**src/rtl/bcd_counter_2dig.sv**
```systemverilog
// Two-digit BCD up/down counter with a DIV-cycle prescaler, synchronous load
// with digit validation, a one-cycle wrap pulse and a sticky load-error flag.
module bcd_counter_2dig #(
  parameter int unsigned DIV = 50000000
) (
  input  logic       CLOCK_50,
  input  logic       RESET,
  input  logic       EN,
  input  logic       UP,
  input  logic       LOAD,
  input  logic [7:0] DIN,
  output logic [3:0] BCD_TENS,
  output logic [3:0] BCD_UNITS,
  output logic       TICK,
  output logic       CARRY,
  output logic       LOAD_ERR
);

  localparam logic [25:0] PMax = 26'(DIV - 1);

  logic [25:0] p_q, p_d;
  logic [3:0]  tens_q, tens_d;
  logic [3:0]  units_q, units_d;
  logic        carry_q, carry_d;
  logic        load_err_q, load_err_d;
  logic        din_valid;

  assign din_valid = (DIN[7:4] <= 4'd9) && (DIN[3:0] <= 4'd9);
  assign TICK      = EN && (p_q == PMax) && !LOAD;

  always_comb begin
    p_d        = p_q;
    tens_d     = tens_q;
    units_d    = units_q;
    carry_d    = 1'b0;
    load_err_d = load_err_q;

    if (LOAD) begin
      p_d        = '0;
      load_err_d = !din_valid;
      if (din_valid) begin
        tens_d  = DIN[7:4];
        units_d = DIN[3:0];
      end
    end else begin
      if (EN) begin
        p_d = (p_q == PMax) ? '0 : p_q + 26'd1;
      end
      if (TICK) begin
        if (UP) begin
          if (units_q >= 4'd9) begin
            units_d = 4'd0;
            if (tens_q >= 4'd9) begin
              tens_d  = 4'd0;
              carry_d = 1'b1;
            end else begin
              tens_d = tens_q + 4'd1;
            end
          end else begin
            units_d = units_q + 4'd1;
          end
        end else begin
          if (units_q == 4'd0) begin
            units_d = 4'd9;
            if (tens_q == 4'd0) begin
              tens_d  = 4'd9;
              carry_d = 1'b1;
            end else begin
              tens_d = tens_q - 4'd1;
            end
          end else begin
            units_d = units_q - 4'd1;
          end
        end
      end
    end
  end

  always_ff @(posedge CLOCK_50 or posedge RESET) begin
    if (RESET) begin
      p_q        <= '0;
      tens_q     <= '0;
      units_q    <= '0;
      carry_q    <= 1'b0;
      load_err_q <= 1'b0;
    end else begin
      p_q        <= p_d;
      tens_q     <= tens_d;
      units_q    <= units_d;
      carry_q    <= carry_d;
      load_err_q <= load_err_d;
    end
  end

  assign BCD_TENS  = tens_q;
  assign BCD_UNITS = units_q;
  assign CARRY     = carry_q;
  assign LOAD_ERR  = load_err_q;

endmodule
```
**config.mk**
```make
export PLATFORM = sky130hd
export DESIGN_NAME = bcd_counter_2dig
export DESIGN_NICKNAME = d
export VERILOG_FILES = /design/src/rtl/bcd_counter_2dig.sv
export SDC_FILE = /design/constraint.sdc
export NUM_CORES = 1
export LEC_CHECK = 0
export ABC_AREA = 1
export CAP_MARGIN = 30
export CELL_PAD_IN_SITES_DETAIL_PLACEMENT = 1
export CELL_PAD_IN_SITES_GLOBAL_PLACEMENT = 1
export CORE_MARGIN = 1.5
export CORE_UTILIZATION = 41
export DETAILED_ROUTE_END_ITERATION = 8
export GPL_TIMING_DRIVEN = 0
export MAX_ROUTING_LAYER = met4
export PLACE_DENSITY_LB_ADDON = 0.15
export SYNTH_ARGS = -nofsm -noshare
export SYNTH_HDL_FRONTEND = slang
export SYNTH_SLANG_ARGS = --single-unit
```
**constraint.sdc**
```tcl
create_clock -name CLOCK_50 -period 2.06 [get_ports CLOCK_50]
set_input_delay 0.206 -clock CLOCK_50 [delete_from_list [all_inputs] [get_ports CLOCK_50]]
set_output_delay 0.206 -clock CLOCK_50 [all_outputs]
set_load 0.01 [all_outputs]
```
==> out/metrics.csv, run 1 <==
metric,value,unit
synth_nets,393,
relSlewSlack,0.446,
synth_xor_area_frac,0.0548,
arrival,1.65,ns
grt_pass1_vias,2612,
dieArea,0.00671,sq mm
clk_pin_slew,0.08,ns
power.leakage,1.35,nW
clockBufferDepth,2,
synth_top_cell_by_area,dfrtp_1,
period_share,0.902,
dr.first_iter.drc_count,105,
synth_compound_area_frac,0.0642,
ys_types,29,
path_class,reg -> out,
slew_viol_final,0,
rows,28,
reg2reg_to,BCD_TENS[0],
nets,425,
routedWlPerCell,15.1,microns
yosysSeqAreaShare,0.353,
cts_buffers,5,
syn_area_per_cell,6.89,sq um
start_util,0.429,
htreeDepth,2,
fin_tns_setup,0,ns
cp.required,1.85,ns
critPathLaunchType,flip-flop,
synth.mux.area_fraction,0,
drive_above_1_share,0.0817,
place.gp.congestion,0.875,
clock-sinks,36,
dp_hpwl,5520,microns
grt_pass1_wl,12300,microns
crit_fanout,3,
setup_viol,0,
first_pass_iters,4,
period_minus_slack,1.86,ns
synth_top_family_by_area,simple AND/OR/NAND/NOR gates,
ir_worst_vdd,0.000377,V
fin_util,0.501,
grt_max_degree,37,
rsz0062_at_grt,false,
port_buffers,23,
diodes,0,
ctsRootBufferMaster,clkbuf_8,
maxCapViolCount,0,
yosysTopAreaCellShare,0.353,
viasPerCell,5.24,
synth_fa_ha_area_frac,0.0441,
coreArea,0.00596,sq mm
pwr_density_cell,688,mW/mm^2
ys_top_cells_by_area,"dfrtp_1, nand2_1, nand3_1",
die_y,81.9,microns
hp-class,in -> async,
track_usage,0.247,
max_freq,538,MHz
synthSimpleGateAreaFrac,0.415,
synth-seq-cells,36,
yosysWarnings,0,
synth_area,0.00255,sq mm
vias,2509,
drc,0,
cp-end-kind,primary output,
wirelength,7230,microns
syn_to_final_growth,16.7,%
tightest_slew,0.830,ns
fin_skew,0.0111,ns
clk_latency,0.29,ns
r2r_setup_slack,0.26,ns
reg2reg_depth,8,
hold_buffers,0,
hold_violations,0,
netlist_instances,371,
antenna_found_initial,0,
die-width,81.9,microns
ios,24,
cts_tree,done,
ant_nets,0,
grt.overflow.total,0,
outcome,completed,
r2r_start,BCD_UNITS[0],
n_fill_cell,800,
## cells by family (layout without fill, tap and decap cells)
| group | count (synthesis) | in the layout |
|---|---|---|
| and+or+nand+nor | 241 | 241 |
| buffers and inverters | 43 | 76 |
| AOI/OAI and AO/OA | 26 | 26 |
| adders and majority gates | 9 | 9 |
| DFF | 36 | 36 |
| xor gates and xnor gates | 16 | 16 |
## area by class of cell
type / instances / area, sq um / area share
multi-input combinational: 292 / 1480 / 0.496
sequential: 36 / 902 / 0.302
timing repair buffer: 25 / 240 / 0.0805
inverter: 38 / 143 / 0.0478
tap: 75 / 93.8 / 0.0315
clock buffer: 8 / 90.1 / 0.0302
buffer: 5 / 35.0 / 0.0117
## cell usage after synthesis
cell	number
nand2_2	3
ha_1	9
buf_6	2
nor2_2	6
nor2_1	49
o21a_1	1
buf_2	1
inv_2	4
nand3_1	54
clkbuf_1	2
o21ai_1	3
o21bai_1	3
a21oi_1	4
and2_1	1
xor2_1	14
nor3_1	4
a21boi_2	1
nand3_2	1
o21ai_4	1
nand2_1	107
xnor2_1	2
nand4_1	13
nor2_4	2
o22ai_1	1
inv_1	34
o21ai_0	10
dfrtp_1	36
o211ai_1	2
nand3b_1	1
## report_power, final
group	switching (mW)	leakage, nW	internal (mW)
combinational	0.368	0.814	0.283
sequential	0.100	0.486	0.762
clock	0.267	0.0455	0.273
total	0.734	1.35	1.32
## cell usage in the layout, fill, tap and decap left out, types with 4 or more instances in the layout
master             n
a21oi_1            4
clkbuf_1           4
clkbuf_8           6
clkdlybuf4s50_1   22
dfrtp_1           35
ha_1               8
inv_1             33
inv_2              5
nand2_1          107
nand3_1           54
nand4_1           13
nor2_1            49
nor2_2             6
nor3_1             4
o21ai_0           10
xor2_1            14
## per-layer routing
layer  wire length (microns)  track usage  vias up
met3                     164       0.0300        4
li1                        -            -     1264
met1                    3330        0.293     1214
met2                    3670        0.445       27
met5                       0            -        -
met4                      61       0.0508        0
## worst max-delay path, stage by stage (launching register included)
cell	delay, ns
dfrtp_1	0.38
ha_2	0.20
nand2_1	0.08
nor2_2	0.14
nand2_2	0.10
nor2_4	0.14
nand3_2	0.12
inv_1	0.08
clkbuf_2	0.12
## worst max path at each step
stage               slack [ns]    startpoint           to
global placement         -0.04          LOAD       p_q[3]
global route              0.07  BCD_UNITS[0]  BCD_TENS[3]
CTS                       0.05        p_q[1]         TICK
detailed placement       -0.09        p_q[0]         TICK
floorplan                 0.49        p_q[0]      p_q[11]
finish                    0.20        p_q[1]         TICK
## repair_timing
item,in CTS,in global routing
gates cloned,0,0
gates resized for setup,3,2
endpoints found under the setup margin,1,1
setup buffers,2,0
pin swaps,1,1
## registers in the layout (all words and copies together) (netlist names)
register / count
BCD_UNITS: 4
BCD_TENS: 4
CARRY: 1
LOAD_ERR: 1
p_q: 26
## metrics by stage
stage / power [mW] / hold slack, ns / std cells / instance area (sq um) / worst slack [ns]
final: 2.05 / 0.384 / 479 / 2980 / 0.203
after detailed placement: 1.52 / 0.490 / 469 / 2880 / -0.0896
after global placement: 1.50 / 0.485 / 469 / 2880 / -0.0426
after floorplan: 1.26 / 0.357 / 371 / 2550 / 0.494
after CTS: 2.08 / 0.433 / 479 / 2990 / 0.0461
after global routing: 2.17 / 0.477 / 479 / 2980 / 0.0723
Note: power is estimated with default switching activity, not from simulation.
==> run 2, diff against run 1 <==
- CELL_PAD_IN_SITES_GLOBAL_PLACEMENT: 1 -> 2
- CORE_UTILIZATION: 41 -> 32
==> run 2 against run 1 <==
Total power increased by 0.68%. Die area grew 27%. Fmax shrank 3.5%. Clock power increased by 4%. Final area is 2.1% higher. Global-route usage is 5.5 points lower. Critical path depth is the same. Cell count is 5.8% higher. Critical endpoint unchanged. Non-clock buffer count is 1 higher. Core utilization fell by 11 points. Worst hold slack improved by 0.00076 ns.
==> out/metrics.csv, run 2 (synthesis results as in run 1) <==
metric,value,unit
outcome,completed,
r2r_start,BCD_UNITS[0],
syn_to_final_growth,19.1,%
max_freq,519,MHz
grt_pass1_wl,12700,microns
rsz0062_at_grt,false,
hold_buffers,0,
cp-end-kind,primary output,
nets,426,
reg2reg_depth,8,
mostFrequentLayoutCell,nand2_1,
final_cell_mix,"nand2_1, nand3_1, nor2_1",
dieArea,0.00853,sq mm
reg2reg_to,BCD_TENS[1],
crit_fanout,3,
ctsRootBufferMaster,clkbuf_8,
viasPerCell,4.84,
start_util,0.331,
largest_reg_flops,26,
dr.first_iter.drc_count,50,
grt.overflow.total,0,
tightest_slew,0.826,ns
grt_pass1_vias,2644,
pwr_density_cell,679,mW/mm^2
place.gp.congestion,0.870,
hold_slack,0.385,ns
routedWlPerCell,14.5,microns
drc,0,
clockBufferDepth,2,
cp.required,1.85,ns
grt_max_degree,37,
coreArea,0.00773,sq mm
ios,24,
wirelength,7350,microns
hold_violations,0,
clk_latency,0.30,ns
fin_skew,0.0107,ns
track_usage,0.192,
die-width,92.4,microns
die_y,92.4,microns
critPathLaunchType,flip-flop,
first_pass_iters,4,
port_buffers,23,
vias,2456,
relSlewSlack,0.448,
htreeDepth,2,
ir_worst_vdd,0.000386,V
rows,32,
setup_viol,0,
regMostFlops,p_q,
power.leakage,1.36,nW
dp_hpwl,5690,microns
cts_buffers,5,
slew_viol_final,0,
hp-class,in -> async,
arrival,1.72,ns
diodes,0,
clk_pin_slew,0.09,ns
r2r_setup_slack,0.22,ns
period_share,0.935,
path_class,reg -> out,
clock-sinks,36,
period_minus_slack,1.93,ns
drive_above_1_share,0.0864,
n_fill_cell,987,
cts_tree,done,
ant_nets,0,
antenna_found_initial,0,
design_area,0.00304,sq mm
maxCapViolCount,0,
place_area,0.00291,sq mm
run 2: power by group:
| part | switching [mW] | internal [mW] |
|---|---|---|
| registers | 0.0971 | 0.762 |
| clock network | 0.292 | 0.268 |
| logic | 0.364 | 0.285 |
run 2: worst max path at each step:
stage | startpoint | endpoint | depth (start not counted)
floorplan | p_q[0] | p_q[11] | 9
global placement | LOAD | p_q[3] | 7
detailed placement | p_q[0] | TICK | 8
CTS | p_q[0] | TICK | 8
global route | p_q[1] | TICK | 8
finish | p_q[0] | TICK | 8
run 2: per-layer routing:
metal,GRT usage,vias to the layer above,wire [microns],share of wire
li1,-,1265,-,-
met1,0.236,1161,3510,0.48
met2,0.338,23,3660,0.50
met3,0.0246,7,123,0.017
met4,0.0385,0,55,0.0075
met5,-,-,0,0
run 2: repair_timing:
item                                   4_1_cts  5_1_grt
endpoints found under the hold margin        0        0
pin swaps                                    0        1
setup endpoints to repair                    1        1
setup buffers                                2        1
resized for setup                            3        3
run 2: critical path: stages, from the launching register on:
cell and delay, ns:
dfrtp_2 0.37, ha_2 0.19, nand2_1 0.11, nor2_4 0.15, nand2_2 0.08, nor2_4 0.15, nand3_4 0.09, inv_1 0.07
clkdlybuf4s15_1 0.22
run 2: area by class of cell:
cell class                      instances  area (sq um)  area share
Buffer                                  5          35.0      0.0115
Clock buffer                            6          82.6      0.0271
Clock inverter                          2          10.0     0.00329
Inverter                               38           143      0.0469
Multi-Input combinational cell        292          1490       0.490
Sequential cell                        36           902       0.296
Tap cell                              102           128      0.0419
Timing Repair Buffer                   26           253      0.0830
run 2: stage by stage:
stage               instances  setup WS (ns)  total power [mW]  TNS, ns  utilization
finish                    507          0.135              2.07        0        0.394
global route              507        0.00817              2.21        0        0.394
CTS                       506         0.0788              2.10        0        0.392
detailed placement        496        -0.0625              1.53   -0.149        0.377
global placement          496         -0.115              1.52   -0.498        0.377
floorplan                 371          0.494              1.26        0            -
==> RTL change 1: new RTL, settings of run 2 <==
Reset style: synchronous (`RESET`), changed in one clocked block.
--- a/src/rtl/bcd_counter_2dig.sv
+++ b/src/rtl/bcd_counter_2dig.sv
@@ -78,3 +78,3 @@
 
-  always_ff @(posedge CLOCK_50 or posedge RESET) begin
+  always_ff @(posedge CLOCK_50) begin
     if (RESET) begin
Check against the original RTL: differs if RESET is asserted again (counterexample within 4 cycles, from zero or initial values and one cycle with RESET high); with RESET held inactive, the same outputs for 10 cycles.
==> RTL change 1 against run 2 <==
Final area shrank 9.7%. Sequential cell count is the same. Synthesized cell count is the same. Highest routed layer unchanged. Area after synthesis shrank 9.3%. Setup slack gained 0.11 ns. Wire length shrank 14%.
Power is not compared: it rests on default switching activity, and its combinational part moved more than twofold at a synthesized area within 25%.
==> RTL change 1: results (changes against run 2) <==
- The area of placed instances is 2660 sq um (-8.8%).
- The overall global routing resource usage came to 18.3% (-0.91 points).
- Synth cell types: 31 (+6.9%)
- Fraction of layout instances using a drive strength above 1: 6.73% (-1.9 points)
- The maximum clock frequency was 550 MHz (+5.8%).
- Syn Std Cell Area: 2320 sq um (-9.3%)
* Number of port buffers: 22 (-4.3%)
- The worst register-to-register path ends at p_q[18].
* First-pass GRT wire length: 10600 um (-16%)
* Met3 GRT Util: 3.30% (+0.84 points)
- The worst hold slack across all endpoints was 0.241 ns (-0.144 ns).
- The measured slew at the worst slew-check pin was 0.445 ns (-0.381 ns).
* Total Nets Final: 422 (-0.94%)
- Via total after detailed routing: 2314 (-5.8%)
- CTS placed an instance of sky130_fd_sc_hd__clkbuf_8 at the clock tree root.
- Top cells by count, synth: sky130_fd_sc_hd__nand2_1, sky130_fd_sc_hd__nor2_1, sky130_fd_sc_hd__inv_1
- The flow ran to the end, and the final reports show no timing, DRC or antenna violations.
- The fraction of the mapped netlist area in adder cells was 4.86% (+0.45 points).
- The XOR/XNOR share of the synthesized area came to 2.65% (-2.8 points).
- The final weighted congestion in routability-driven placement came to 0.865 (-0.56%).
- Share of the yosys chip area belonging to registers: 31.1% (-4.2 points)
- Most used flip-flop cell after synthesis: sky130_fd_sc_hd__dfxtp_1
- Multiplexer fraction of the synthesized cell area: 0% (unchanged)
- The number of cells on the worst reg-to-reg path is 8 (unchanged).
- Dpl hpwl: 5010 um (-12%)
* Dpl cells: 489 (-1.4%)
* Clk_skew: 0.00499 ns (-0.00568 ns)
- The share of async-settable or async-resettable flops after synthesis is 0% (-100 points).
- The layout filler cell count is 966 (-2.1%).
- The final cell count without fillers came to 497 (-2.0%).
- Critical Path Source: p_q[0]
* Path category of the worst min-delay check: in -> reg
- Global routing met2 resource utilization: 31.7% (-2.0 points)
* Register-to-register setup slack: 0.30 ns (+0.08 ns)
- The clock-pin slew on the worst setup and hold paths came to 0.07 ns (-0.02 ns).
- Pin count of the biggest net entering global routing: 11 (-70%)
* Starting DRC count in detailed routing: 24 (-52%)
- After synthesis, the cell types taking the most area are sky130_fd_sc_hd__dfxtp_1, sky130_fd_sc_hd__nand2_1, sky130_fd_sc_hd__nor2_1.
* Per-cell routed wire length: 12.7 um (-12%)
* Post-CTS repair timing setup buffer count: 0 (-2)
- CP max-delay cell: sky130_fd_sc_hd__dfxtp_1
RTL change 1: cell types whose count changed after synthesis, sizes merged, moves of 3 or more:
cell    change
dfxtp      +36
nor3       +10
nor2        +9
dfrtp      -36
nand3      -24
xor2        -7
a31oi       +3
nand4       -7
nor3b       +3
a21oi       +5
o21bai      -3
inv        +18
nand2      -10
RTL change 1: layout make-up:
| cell class | count | area (sq um) | area share (%) |
|---|---|---|---|
| well taps | 96 | 120 | 4.37 |
| inverters | 56 | 210 | 7.65 |
| repair buffers | 22 | 215 | 7.83 |
| multi-input cells | 273 | 1360 | 49.3 |
| flip-flops and latches | 36 | 721 | 26.2 |
| clock buffers | 8 | 90.1 | 3.28 |
| plain buffers | 6 | 36.3 | 1.32 |
RTL change 1: routing by layer:
metal	vias to the layer above	share of wire, %
li1	1222	-
met1	1061	48
met2	25	48
met3	6	3.2
met4	0	1.3
met5	-	0
==> RTL change 2: new RTL, flow settings as in run 2 <==
Without the edit above. The parameter `DIV` goes from 50000000 to 25000000.
--- a/src/rtl/bcd_counter_2dig.sv
+++ b/src/rtl/bcd_counter_2dig.sv
@@ -3,3 +3,3 @@
 module bcd_counter_2dig #(
-  parameter int unsigned DIV = 50000000
+  parameter int unsigned DIV = 25000000
 ) (
Check against the original RTL: no difference found for any inputs over 10 cycles, from zero or initial values and one cycle with RESET high; that may be too few to reach the edited logic, so the function may still have changed.
==> RTL change 2 against run 2 <==
Total power increased by 2.5%. Die area increased by 1.6%. Sequential cell count unchanged. Count of clock-buffer cells in the layout rose by 1. Fmax shrank 0.79%. Clock skew fell by 0.0070 ns. Wire length up 1.7%. Final area rose by 1.2%. Final cell count rose by 0.79%. Setup slack worse by 0.015 ns. Area after synthesis increased by 1.7%. Sequential share of layout area shrank 0.31 points.
==> RTL change 2: results (changes against run 2) <==
* Number of port buffers: 23 (unchanged)
- The wire length of the first global-routing pass is 12900 um (+1.6%).
- Broken down by cell family, the worst path's largest delay share belongs to simple AND/OR/NAND/NOR gates.
- Clk slew on worst S/H paths: 0.07 ns (-0.02 ns)
- Antenna violations before repair: 0 (unchanged)
- Fraction of layout instances using a drive strength above 1: 11.0% (+2.4 points)
* Max frequency: 515 MHz (-0.79%)
- In the synthesized netlist the dominant register cell turns out to be sky130_fd_sc_hd__dfrtp_1.
* Antenna fix cells: 0 (unchanged)
- The largest net degree at the start of global routing was 37 (unchanged).
- The overall global routing resource usage was 19.6% (+0.36 points).
* Run status: complete, no violations
- Reported leakage power: 1.36 nW (+0.31%)
* RD Place Congestion: 0.823 (-5.3%)
- Cell at the root of the clock tree: sky130_fd_sc_hd__clkbuf_8
- Starting DRC count in detailed routing: 62 (+24%)
- Post-synthesis net count: 399 (+1.5%)
- Clk_skew: 0.00371 ns (-0.00695 ns)
- Tracing the worst setup path back leads to its startpoint at p_q[0].
- The commonest cells after synthesis are sky130_fd_sc_hd__nand2_1, sky130_fd_sc_hd__nand3_1, sky130_fd_sc_hd__nor2_1.
* Maximum cell stage delay along the critical path: 0.39 ns (+0.02 ns)
* Flip-flop count of the largest register, all copies and words added: 26 (unchanged)
- The final wirelength is 7480 um (+1.7%).
* YS warnings: 0 (unchanged)
* Worst EP arrival: 1.73 ns
* Remaining max-slew budget at the tightest pin: 46.7% (+1.9 points)
* Number of filler instances in the final layout: 1017 (+3.0%)
- The peak supply drop was 0.357 mV (-7.5%).
* Worst r2r src: BCD_UNITS[1]
* Via count of the first global-routing pass: 2725 (+3.1%)
- The endpoint identified for the worst register-to-register timing path is BCD_TENS[2].
- Dpl hpwl: 5740 um (+0.99%)
- Htree depth: 2 (unchanged)
* Total Nets Final: 431 (+1.2%)
- The most critical setup path has its endpoint at TICK.
- The peak fanout along the critical path was 4 (+1).
* Buffer levels on the longest clock path: 2 (unchanged)
- The placement-stage worst setup slack is -0.0511 ns (+0.0114 ns).
* Synth cell types: 31 (+6.9%)
- After synthesis, the cell types taking the most area are sky130_fd_sc_hd__dfrtp_1, sky130_fd_sc_hd__nand2_1, sky130_fd_sc_hd__nand3_1.
- Clock latency on the worst-skew pair, taken at its later pin, is 0.29 ns.
- More flip-flops sit in one register than any other, and that register is p_q.
- Register-to-register setup slack: 0.24 ns (+0.02 ns)
- The via count of the routed design came to 2545 (+3.6%).
* CP max-delay cell: sky130_fd_sc_hd__dfrtp_2
- The number of search-and-repair iterations in the first detailed-routing pass was 4 (unchanged).
* Logic depth of the worst register-to-register path: 8 (unchanged)
* Synth async-reset ratio: 100% (unchanged)
* Share of the yosys chip area belonging to registers: 34.7% (-0.58 points)
- The TritonCTS buffer count was 5 (unchanged).
- Path category of the worst min-delay check: in -> async
[RTL change 2: final cells by class]
class / instances / share of cell area [%]
Clock buffer: 7 / 3.13
Buffer: 7 / 1.46
Timing Repair Buffer: 25 / 7.92
Multi-Input combinational cell: 296 / 49.4
Sequential cell: 36 / 29.3
Tap cell: 102 / 4.14
Inverter: 38 / 4.63
[RTL change 2: logic make-up (layout without fill, tap and decap cells)]
kind of cell,count (synthesis),in the layout,synth area share [%]
and+or+nand+nor,252,252,43.8
buffers and inverters,45,77,7.23
DFF,36,36,34.7
AOI/OAI and AO/OA,23,23,5.92
xor gates and xnor gates,12,12,4.05
adders and majority gates,9,9,4.34
[RTL change 2: where the power goes]
group / switching (mW) / total (mW) / internal, mW / leakage (nW)
Sequential: 0.0967 / 0.860 / 0.763 / 0.485
Clock: 0.267 / 0.566 / 0.298 / 0.0503
Combinational: 0.394 / 0.695 / 0.301 / 0.825
Total: 0.758 / 2.12 / 1.36 / 1.36
[RTL change 2: stage by stage]
step,hold slack [ns],setup TNS (ns),cells,cell area [sq um]
2_1_floorplan,0.354,0,377,2600
3_3_place_gp,0.502,-0.0377,502,2960
3_5_place_dp,0.504,-0.0585,502,2960
4_1_cts,0.431,0,511,3080
5_1_grt,0.487,0,511,3080
6_report,0.381,0,511,3080
[RTL change 2: routing by layer]
layer	vias up	routed length, um	GRT usage, %
li1	1268	-	-
met1	1226	3360	23.1
met2	40	3810	34.7
met3	11	158	2.20
met4	0	142	6.44
met5	-	0	-
[RTL change 2: timing repair]
| action | in CTS | in global routing |
|---|---|---|
| pin swaps | 1 | 0 |
| resized for setup | 4 | 1 |
| setup buffers | 2 | 0 |
| endpoints found under the setup margin | 1 | 4 |
